==> config.mk <==
export PLATFORM = sky130hd
export DESIGN_NAME = i2s_tx_fifo_flat
export DESIGN_NICKNAME = d
export VERILOG_FILES = /design/src/rtl/i2s_tx_fifo_if.sv /design/src/rtl/i2s_tx_fifo.sv /design/src/flat_wrapper.sv
export SDC_FILE = /design/constraint.sdc
export NUM_CORES = 1
export LEC_CHECK = 0
export CAP_MARGIN = 20
export CORE_MARGIN = 2
export CORE_UTILIZATION = 61
export DETAILED_ROUTE_END_ITERATION = 8
export PLACE_DENSITY = 0.8
export SLEW_MARGIN = 15
export SYNTH_ARGS = -nofsm -noshare
export SYNTH_HDL_FRONTEND = slang
export SYNTH_SLANG_ARGS = --single-unit
==> constraint.sdc <==
create_clock -name clk -period 4.37 [get_ports clk]
set_input_delay 0.437 -clock clk [delete_from_list [all_inputs] [get_ports clk]]
set_output_delay 0.437 -clock clk [all_outputs]
set_load 0.1 [all_outputs]
==> src/rtl/i2s_tx_fifo_if.sv <==
// ---------------------------------------------------------------------------
// i2s_tx_fifo_if
// Sample-word write channel into the I2S transmitter FIFO.
//   in_valid : producer has a stereo word on in_data this cycle
//   in_ready : FIFO can accept a word (a write happens on valid && ready)
//   in_data  : {left[2*SAMPLE_W-1:SAMPLE_W], right[SAMPLE_W-1:0]}
// The master modport is the bus-side producer; the slave modport is the
// transmitter.
// ---------------------------------------------------------------------------
interface i2s_tx_fifo_if #(
  parameter int SAMPLE_W = 16
);
  logic                  in_valid;
  logic                  in_ready;
  logic [2*SAMPLE_W-1:0] in_data;

  modport master (output in_valid, output in_data, input in_ready);
  modport slave  (input in_valid, input in_data, output in_ready);
endinterface

==> src/rtl/i2s_tx_fifo.sv <==
// ---------------------------------------------------------------------------
// i2s_tx_fifo
// Single-clock stereo I2S / left-justified serial transmitter with an input
// FIFO. bck and lrck are derived from clk by counting; one stereo word is
// popped at every frame start and serialised MSB first.
//
// Ports
//   clk          : system clock, all logic on the rising edge
//   reset        : synchronous, active-high
//   in_if        : write channel (in_valid / in_ready / in_data), slave side
//   enable       : run the serial output (sampled at frame boundaries)
//   justify      : 0 = I2S (one bck MSB delay), 1 = left-justified
//   audio_req    : one-clk request pulse when the FIFO runs low
//   level        : FIFO occupancy
//   underrun     : sticky flag, set when a frame starts with an empty FIFO
//   underrun_clr : clears underrun (a new underrun in the same cycle wins)
//   bck          : bit clock, 50% duty
//   lrck         : 0 = left slot, 1 = right slot
//   sout         : serial data
//
// Optional feature
//   I2S_TX_REPEAT_ON_UNDERRUN_EN : when defined, an underrun frame repeats the
//   last word popped from the FIFO (zeros if none since reset) instead of
//   transmitting zeros.
// ---------------------------------------------------------------------------
module i2s_tx_fifo #(
  parameter int SAMPLE_W   = 16,
  parameter int SLOT_W     = 32,
  parameter int FIFO_DEPTH = 8,
  parameter int BCK_DIV    = 8,
  parameter int REQ_LEVEL  = 4
) (
  input  logic                            clk,
  input  logic                            reset,
  i2s_tx_fifo_if.slave                    in_if,
  input  logic                            enable,
  input  logic                            justify,
  output logic                            audio_req,
  output logic [$clog2(FIFO_DEPTH+1)-1:0] level,
  output logic                            underrun,
  input  logic                            underrun_clr,
  output logic                            bck,
  output logic                            lrck,
  output logic                            sout
);

  localparam int AW = $clog2(FIFO_DEPTH);
  localparam int LW = $clog2(FIFO_DEPTH + 1);
  localparam int DW = $clog2(BCK_DIV);
  localparam int BW = $clog2(2 * SLOT_W);
  localparam int WW = 2 * SAMPLE_W;

  localparam logic [DW-1:0] DIV_LAST = DW'(BCK_DIV - 1);
  localparam logic [DW-1:0] DIV_HALF = DW'(BCK_DIV / 2);
  localparam logic [BW-1:0] BIT_LAST = BW'(2 * SLOT_W - 1);
  localparam logic [BW-1:0] SLOT_L   = BW'(SLOT_W);
  localparam logic [LW-1:0] DEPTH_L  = LW'(FIFO_DEPTH);
  localparam logic [LW-1:0] REQ_L    = LW'(REQ_LEVEL);

  typedef enum logic [0:0] {
    ST_IDLE = 1'b0,
    ST_RUN  = 1'b1
  } state_e;

  state_e          state_q, state_d;
  logic [DW-1:0]   div_q, div_d;
  logic [BW-1:0]   bit_q, bit_d;
  logic [WW-1:0]   word_q, word_d;
  logic            just_q, just_d;
  logic [WW-1:0]   mem_q [FIFO_DEPTH];
  logic [AW-1:0]   wr_ptr_q, wr_ptr_d;
  logic [AW-1:0]   rd_ptr_q, rd_ptr_d;
  logic [LW-1:0]   count_q, count_d;
  logic            in_ready_q, in_ready_d;
  logic            underrun_q, underrun_d;
  logic            audio_req_q, audio_req_d;
  logic            bck_q, bck_d;
  logic            lrck_q, lrck_d;
  logic            sout_q, sout_d;
`ifdef I2S_TX_REPEAT_ON_UNDERRUN_EN
  logic [WW-1:0]   last_q, last_d;
`endif

  logic            frame_start_s;
  logic            entering_s;
  logic            push_s;
  logic            pop_s;
  logic            empty_s;
  logic            div_wrap_s;
  logic            bit_last_s;
  logic [WW-1:0]   fill_word_s;

  // Serial bit for position b of the frame: slot position selects the sample
  // bit, left slot uses the upper half of the word, right slot the lower half.
  function automatic logic slot_bit(input logic [WW-1:0] w,
                                    input logic [BW-1:0] b,
                                    input logic          lj);
    logic [SAMPLE_W-1:0] smp;
    logic [SAMPLE_W-1:0] sh;
    logic [BW-1:0]       pos;
    logic                r;
    if (b >= SLOT_L) begin
      smp = w[SAMPLE_W-1:0];
      pos = b - SLOT_L;
    end else begin
      smp = w[WW-1:SAMPLE_W];
      pos = b;
    end
    sh = '0;
    r  = 1'b0;
    if (lj) begin
      if (pos < BW'(SAMPLE_W)) begin
        sh = smp >> (BW'(SAMPLE_W - 1) - pos);
        r  = sh[0];
      end else begin
        r = 1'b0;
      end
    end else begin
      // I2S delays the MSB by one bck, so slot position 0 is always zero
      if ((pos != '0) && (pos <= BW'(SAMPLE_W))) begin
        sh = smp >> (BW'(SAMPLE_W) - pos);
        r  = sh[0];
      end else begin
        r = 1'b0;
      end
    end
    return r;
  endfunction

  assign in_if.in_ready = in_ready_q;
  assign audio_req      = audio_req_q;
  assign level          = count_q;
  assign underrun       = underrun_q;
  assign bck            = bck_q;
  assign lrck           = lrck_q;
  assign sout           = sout_q;

  assign div_wrap_s  = (div_q == DIV_LAST);
  assign bit_last_s  = (bit_q == BIT_LAST);
  assign empty_s     = (count_q == '0);
  assign push_s      = in_if.in_valid && in_ready_q;

`ifdef I2S_TX_REPEAT_ON_UNDERRUN_EN
  assign fill_word_s = last_q;
`else
  assign fill_word_s = '0;
`endif

  // Next-state logic: transmitter FSM, bck/bit counters, FIFO and flags
  always_comb begin
    state_d       = state_q;
    div_d         = div_q;
    bit_d         = bit_q;
    word_d        = word_q;
    just_d        = just_q;
    frame_start_s = 1'b0;
    entering_s    = 1'b0;

    case (state_q)
      ST_IDLE: begin
        div_d = '0;
        bit_d = '0;
        if (enable) begin
          state_d       = ST_RUN;
          frame_start_s = 1'b1;
          entering_s    = 1'b1;
        end else begin
          state_d = ST_IDLE;
        end
      end
      ST_RUN: begin
        if (div_wrap_s) begin
          div_d = '0;
          if (bit_last_s) begin
            bit_d = '0;
            // enable only matters here, so a frame always completes
            if (enable) begin
              frame_start_s = 1'b1;
            end else begin
              state_d = ST_IDLE;
            end
          end else begin
            bit_d = bit_q + BW'(1);
          end
        end else begin
          div_d = div_q + DW'(1);
        end
      end
      default: begin
        state_d = ST_IDLE;
        div_d   = '0;
        bit_d   = '0;
      end
    endcase

    // Pop only when a frame starts; an empty FIFO is never bypassed by a
    // same-cycle push, the frame underruns and the pushed word is stored.
    pop_s = frame_start_s && !empty_s;

    if (frame_start_s) begin
      just_d = justify;
      if (empty_s) begin
        word_d = fill_word_s;
      end else begin
        word_d = mem_q[rd_ptr_q];
      end
    end else begin
      just_d = just_q;
      word_d = word_q;
    end

`ifdef I2S_TX_REPEAT_ON_UNDERRUN_EN
    if (pop_s) begin
      last_d = mem_q[rd_ptr_q];
    end else begin
      last_d = last_q;
    end
`endif

    if (push_s) begin
      wr_ptr_d = wr_ptr_q + AW'(1);
    end else begin
      wr_ptr_d = wr_ptr_q;
    end

    if (pop_s) begin
      rd_ptr_d = rd_ptr_q + AW'(1);
    end else begin
      rd_ptr_d = rd_ptr_q;
    end

    count_d    = count_q + {{(LW-1){1'b0}}, push_s} - {{(LW-1){1'b0}}, pop_s};
    in_ready_d = (count_d != DEPTH_L);

    audio_req_d = (pop_s || entering_s) && (count_d < REQ_L);

    if (frame_start_s && empty_s) begin
      underrun_d = 1'b1;
    end else if (underrun_clr) begin
      underrun_d = 1'b0;
    end else begin
      underrun_d = underrun_q;
    end

    // Outputs follow the next counter values so they are true registers;
    // sout/lrck only move when the counters wrap, i.e. at bck falling edges.
    if (state_d == ST_RUN) begin
      bck_d  = (div_d >= DIV_HALF);
      lrck_d = (bit_d >= SLOT_L);
      sout_d = slot_bit(word_d, bit_d, just_d);
    end else begin
      bck_d  = 1'b0;
      lrck_d = 1'b0;
      sout_d = 1'b0;
    end
  end

  // Control, counter, flag and output registers
  always_ff @(posedge clk) begin
    if (reset) begin
      state_q     <= ST_IDLE;
      div_q       <= '0;
      bit_q       <= '0;
      word_q      <= '0;
      just_q      <= 1'b0;
      wr_ptr_q    <= '0;
      rd_ptr_q    <= '0;
      count_q     <= '0;
      in_ready_q  <= 1'b1;
      underrun_q  <= 1'b0;
      audio_req_q <= 1'b0;
      bck_q       <= 1'b0;
      lrck_q      <= 1'b0;
      sout_q      <= 1'b0;
`ifdef I2S_TX_REPEAT_ON_UNDERRUN_EN
      last_q      <= '0;
`endif
    end else begin
      state_q     <= state_d;
      div_q       <= div_d;
      bit_q       <= bit_d;
      word_q      <= word_d;
      just_q      <= just_d;
      wr_ptr_q    <= wr_ptr_d;
      rd_ptr_q    <= rd_ptr_d;
      count_q     <= count_d;
      in_ready_q  <= in_ready_d;
      underrun_q  <= underrun_d;
      audio_req_q <= audio_req_d;
      bck_q       <= bck_d;
      lrck_q      <= lrck_d;
      sout_q      <= sout_d;
`ifdef I2S_TX_REPEAT_ON_UNDERRUN_EN
      last_q      <= last_d;
`endif
    end
  end

  // FIFO storage; contents need no reset because the pointers are reset
  always_ff @(posedge clk) begin
    if (push_s) begin
      mem_q[wr_ptr_q] <= in_if.in_data;
    end
  end

endmodule

==> src/flat_wrapper.sv <==
// flat-port wrapper written by rule: the top's interface ports become plain ports
module i2s_tx_fifo_flat 
#(
  parameter int SAMPLE_W   = 16,
  parameter int SLOT_W     = 32,
  parameter int FIFO_DEPTH = 8,
  parameter int BCK_DIV    = 8,
  parameter int REQ_LEVEL  = 4
)
  (clk, reset, enable, justify, audio_req, level, underrun, underrun_clr, bck, lrck, sout, in_if_in_valid, in_if_in_data, in_if_in_ready);
  i2s_tx_fifo_if #(.SAMPLE_W(SAMPLE_W)) in_if_i ();
  input  logic clk;
  input  logic reset;
  input  logic enable;
  input  logic justify;
  output logic audio_req;
  output logic [$clog2(FIFO_DEPTH+1)-1:0] level;
  output logic underrun;
  input  logic underrun_clr;
  output logic bck;
  output logic lrck;
  output logic sout;
  input wire logic [$bits(in_if_i.in_valid)-1:0] in_if_in_valid;
  input wire logic [$bits(in_if_i.in_data)-1:0] in_if_in_data;
  output wire logic [$bits(in_if_i.in_ready)-1:0] in_if_in_ready;
  assign in_if_i.in_valid = in_if_in_valid;
  assign in_if_i.in_data = in_if_in_data;
  assign in_if_in_ready = in_if_i.in_ready;
  i2s_tx_fifo #(.SAMPLE_W(SAMPLE_W), .SLOT_W(SLOT_W), .FIFO_DEPTH(FIFO_DEPTH), .BCK_DIV(BCK_DIV), .REQ_LEVEL(REQ_LEVEL)) u_core (.clk(clk), .reset(reset), .in_if(in_if_i), .enable(enable), .justify(justify), .audio_req(audio_req), .level(level), .underrun(underrun), .underrun_clr(underrun_clr), .bck(bck), .lrck(lrck), .sout(sout));
endmodule
### Word-level counts from Yosys, hierarchy flattened

Memories as Yosys holds them, arrays and structs flattened. A register that Yosys moved wholly into a read port is not among the register bits.
Cells that the tools add are included.
Widths: inputs -> output; s select.

* order comparisons: 5
* add/subtract/negate cells: 9
* shift operators: 2
* mux-type cells: 29
* bitwise gates (word level): 2
* reductions and logical operators: 11
* equality and inequality tests: 3

Operators with widths (number)
* $mux 32: 2
* $mux 16: 2
* $shr 16x6->1: 2
* $mux 6: 4
* $mux 1: 14
* $pmux 6 s2: 1
* $add 3x1->3 const B: 3
* $mux 3: 3
* $add 6x1->6 const B: 1
* $eq 6x6->1 const B: 1
* $ge 6x6->1 const B: 1
* $le 6x5->1 const B: 1
* $lt 6x5->1 const B: 1
* $pmux 3 s2: 1
* $reduce_bool 6->1: 1
* $sub 4x6->6 const A: 1
* $sub 5x6->6 const A: 1
* $sub 6x6->6 const B: 1
* $logic_and 1x1->1: 5
* $add 4x1->4: 1
* $logic_not 4->1: 1
* $lt 4x3->1 const B: 1
* $ne 4x4->1 const B: 1
* $pmux 1 s2: 2
* 8 further kinds: 9

* output and inout bits: 10
* flip-flop bits (word level): 59
* bits in writable memories: 256
* memories: 1
* input bits: 38
* word-level logic and storage cells: 76

Memory list
* u_core.mem_q: depth 8, bits a word 32, read ports 1, clocked after memory_dff 1, write ports 1, RTL line i2s_tx_fifo.sv:70 `logic [WW-1:0] mem_q [FIFO_DEPTH];`

### Longest topological paths before layout

* depth in word-level cells: 11
* depth in mapped cells: 16
* gate-level depth less buffers: 14

### Worst setup path before layout

No wires, ideal clock.

* path type: reg2reg
* start: register u_core.in_ready_q, in the netlist u_core.in_if.in_ready
* end: memory u_core.mem_q[0][0] in the netlist's numbering (enable)
* stages on the path, launching flop included: 4
* arrival: 3.722 ns
* period minus slack after synthesis: 4.183 ns
* required time: 3.909 ns
* setup slack: 0.187 ns
* path buffers: 0
* library setup time: 0.461 ns
* cells stage by stage: dfxtp_1 -> nand2_1 -> or2_2 -> nor3_1

* word-level cells in the longest chain between the ends: 3

RTL lines
* start, declared: RTL line i2s_tx_fifo.sv:74 `logic in_ready_q, in_ready_d;`
* start signal, assigned: RTL line i2s_tx_fifo.sv:287 `in_ready_q <= in_ready_d;`
* $logic_and 1x1->1: RTL line i2s_tx_fifo.sv:141 `assign push_s = in_if.in_valid && in_ready_q;`
* $mux 1: RTL line i2s_tx_fifo.sv:301 `if (push_s) begin`
* $mux 1 (implied by the code): RTL line i2s_tx_fifo.sv:302 `mem_q[wr_ptr_q] <= in_if.in_data;`
* end, declared: RTL line i2s_tx_fifo.sv:70

No other way between the ends.

### Worst setup path after layout

* start: register u_core.div_q[0]
* end: register u_core.sout_q, in the netlist u_core.sout

* word-level cells in the longest chain between the ends: 10
* elaborated cells on any way between the ends: 28
* those cells by class: add/sub (3); order compare (3); eq/ne (1); shift (2); mux (15); bitwise (1); reduce/logical (3)

RTL lines
* start, declared: RTL line i2s_tx_fifo.sv:66 `logic [DW-1:0] div_q, div_d;`
* start signal, assigned: RTL line i2s_tx_fifo.sv:280 `div_q <= div_d;`
* $eq 3x3->1 (*): RTL line i2s_tx_fifo.sv:138 `assign div_wrap_s = (div_q == DIV_LAST);`
* $mux 6: RTL line i2s_tx_fifo.sv:172 `if (div_wrap_s) begin`
* $pmux 6 s2: RTL line i2s_tx_fifo.sv:159 `case (state_q)`
* $sub 6x6->6 or $ge 6x6->1 (tied branches): RTL line i2s_tx_fifo.sv:104, i2s_tx_fifo.sv:102
* $mux 6: RTL line i2s_tx_fifo.sv:102 `if (b >= SLOT_L) begin`
* $mux 6: RTL line i2s_tx_fifo.sv:247 `if (state_d == ST_RUN) begin`
* $sub 5x6->6 (tied with other cells): RTL line i2s_tx_fifo.sv:121 `sh = smp >> (BW'(SAMPLE_W) - pos);`
* $shr 16x6->1 (tied with other cells): RTL line i2s_tx_fifo.sv:121
* $mux 1 (on tied branches): RTL line i2s_tx_fifo.sv:120, i2s_tx_fifo.sv:112
* $mux 1: RTL line i2s_tx_fifo.sv:111 `if (lj) begin`
* end signal, assigned: RTL line i2s_tx_fifo.sv:292 `sout_q <= sout_d;`
* end, declared: RTL line i2s_tx_fifo.sv:79 `logic sout_q, sout_d;`

Every way passes the cells marked *; elsewhere a longest branch is shown, timed or not. The select of a mux whose other input is x is not followed.
A chain may end at the register's enable or synchronous reset.

==> results_dict.tcl <==
set metrics [dict create \
    crit_path_max_fanout 15 \
    fin_area_um2 14800 \
    ioPinCount 48 \
    synth_area_leaders "edfxtp_1 59%, mux4_2 11%, dfxtp_1 9.6%, mux2i_1 2.3%, nor2_1 2.3%" \
    worstPathCellList "ha_1 -> ha_1 -> nand4_1 -> o21a_1 -> and2_1 -> inv_2 -> ha_1 -> inv_1 -> nor3_1 -> ha_1 -> nand4_1 -> a21oi_1 -> o2111ai_1 -> o22ai_1" \
    netlist_area_um2 13000 \
    crit_family "adder cells" \
    crit_buf_inv 2 \
    drt_wl_total_mm 27.5 \
    grt_pass1_wl_mm 42.8 \
    status "completed" \
    ys_seq_elements 318 \
    antenna_found_initial 0 \
    setup-violations-final 0 \
    instances_no_fill 1165 \
    layout-drive-gt1-share 0.182 \
    yosysWarningCount 0 \
    die-area_um2 22400 \
    hold_viol_final 0 \
    finalWorstSetupSlack_ns 0.813 \
    total_power_mw 7.86 \
    r2r-end "u_core.sout" \
    num_vias 7258 \
    dpl.hpwl_mm 17.2 \
    row_count 53 \
    synth_edf_count 256 \
    ys.flop_type "edfxtp_1" \
    path_clk_slew_ns 0.06 \
    fmax_mhz 281 \
    firstDrtPassIters 4 \
    worstHoldPathType "reg -> reg" \
    rr_startpoint "u_core.div_q[0]" \
    fin_skew_ns 0.0186 \
    cts_setup_buffers 0 \
    tightest_slew_ns 1.07 \
    place.port_buffers 47 \
    worstPathRequired_ns 4.84 \
    initial_core_util 0.618 \
    grt_max_degree 58 \
    hold_buffers 0 \
    synthesis.nets 859 \
    areaGrowthSynthToFinish_pct 14.1 \
    r2r_setup_slack_ns 0.81 \
    slowest_delay_ns 0.41 \
    setup.worst_path.start_class "flop" \
    period_share 0.814 \
    max_cap_violations 0 \
    post_cts_resize_count 0 \
    gp_congestion 0.929 \
    ff2ff_path_depth 14 \
    cts_buffers 31 \
    synthCells 807 \
    slowest_stage "ha_1" \
    async_reset_ff_frac 0 \
    syn_avg_cell_area_um2 16.1 \
    avgRoutedWirePerCell_um 23.6 \
    placed_area_um2 13800 \
    rsz0062_at_grt "no" \
    globalRouteOverflowTotal 0 \
    ant_nets 0 \
    die_y_um 150 \
    dp_cells 1107 \
    clockRootBuffer "clkbuf_16" \
    core_um2 21000 \
    synth_cell_types 59 \
    grt_util_all_layers 0.256 \
    finalNetCount 917 \
    antenna_cells 0 \
    clock-sinks 318 \
    whs_endpoint "u_core.div_q[0]" \
    endpoint_kind "flop" \
    min_path_cells 1 \
    path_class "reg -> reg" \
    leakage_nw 4.84 \
    htreeDepth 1 \
    cts_tree "built" \
    whs_ns 0.434 \
    ys_seq_area_frac 0.689 \
    synth_area_leader_cell "edfxtp_1" \
    yosysMostFrequentCell "edfxtp_1" \
    slew_viol_final 0 \
    drt_iter0_drc 662 \
    clk_latency_ns 0.56 \
    slew_headroom 0.288 \
    final_util 0.706 \
    fin_tns_setup_ns 0 \
    grt_pass1_vias 7305 \
    fin_crit_ns 3.56 \
    ir_drop_uv 391 \
    synth.top_cells.by_count "256 x edfxtp_1, 79 x nor2_1, 65 x mux4_2" \
    netlist.area_leader.share 0.593 \
    hp-start "u_core.div_q[0]" \
    clockBufferDepth 3 \
    dp_slack_ns 0.875 \
    drc 0 \
    dieWidth_um 150 \
    cp_data_arrival_time_ns 4.03 \
    power_density_nw_per_um2 531 \
    viasPerCell 6.23 \
    critical_path.most_common_cell "ha_1" \
]
==> report_power, final <==
part           leakage, nW  switching (mW)  total, mW  internal [mW]
sequential            2.83           0.169       3.70           3.53
clock                0.508            1.08       2.68           1.60
combinational         1.51           0.849       1.48          0.630
total                 4.84            2.10       7.86           5.76
==> registers in the layout, indices dropped and copies added (netlist names), 3 cells and up, named ones only <==
signal           flops
u_core.div_q         3
u_core.level         4
u_core.word_q       32
u_core.bit_q         6
u_core.wr_ptr_q      3
u_core.mem_q       256
u_core.rd_ptr_q      3
==> worst max-delay path by stage <==
| stage | from | endpoint | slack (ns) | depth (start not counted) |
|---|---|---|---|---|
| finish | u_core.div_q[0] | u_core.sout | 0.81 | 14 |
| global route | u_core.div_q[0] | u_core.sout | 0.48 | 14 |
| CTS | u_core.div_q[0] | u_core.sout | 0.87 | 14 |
| floorplan | u_core.in_if.in_ready | u_core.mem_q[0][0] | 0.19 | 3 |
| global placement | enable | u_core.in_if.in_ready | 1.11 | 12 |
| detailed placement | u_core.div_q[0] | u_core.sout | 0.87 | 14 |
==> routing by layer <==
metal  track usage  wire, µm  share of wire  vias up
li1              -         -              -     3263
met5             0         0              0        -
met1         0.372     11600           0.42     3672
met3        0.0293      1540          0.056       51
met4        0.0750       725          0.026        0
met2         0.418     13700           0.50      272
==> cell type report <==
type | instances | area (µm²)
sequential | 318 | 8930
fill | 1366 | 6170
multi-input combinational | 429 | 3800
clock buffer | 38 | 802
timing repair buffer | 65 | 601
tap | 275 | 344
clock inverter | 20 | 234
inverter | 20 | 75.1
==> cell families (layout without fill, tap and decap cells) <==
logic type      after synthesis  after routing  share of synthesized area
mux                         105            105                      0.145
compound gates              112            112                     0.0543
fa+ha+maj                    14             14                     0.0141
flops                       318            318                      0.689
buf+inv                      60            143                     0.0223
simple gates                186            186                     0.0668
xor+xnor                     12             12                    0.00811
==> cells in the final DEF (no fill, tap or decap), types with 10 or more instances in the layout <==
| master | count |
|---|---|
| a21oi_1 | 48 |
| buf_4 | 18 |
| clkbuf_16 | 31 |
| clkdlybuf4s50_1 | 46 |
| dfxtp_1 | 59 |
| edfxtp_1 | 256 |
| ha_1 | 13 |
| inv_1 | 18 |
| mux2i_1 | 30 |
| mux4_2 | 65 |
| nand2_1 | 39 |
| nand3_1 | 10 |
| nor2_1 | 73 |
| o21ai_0 | 10 |
(Power assumes the default switching activity.)
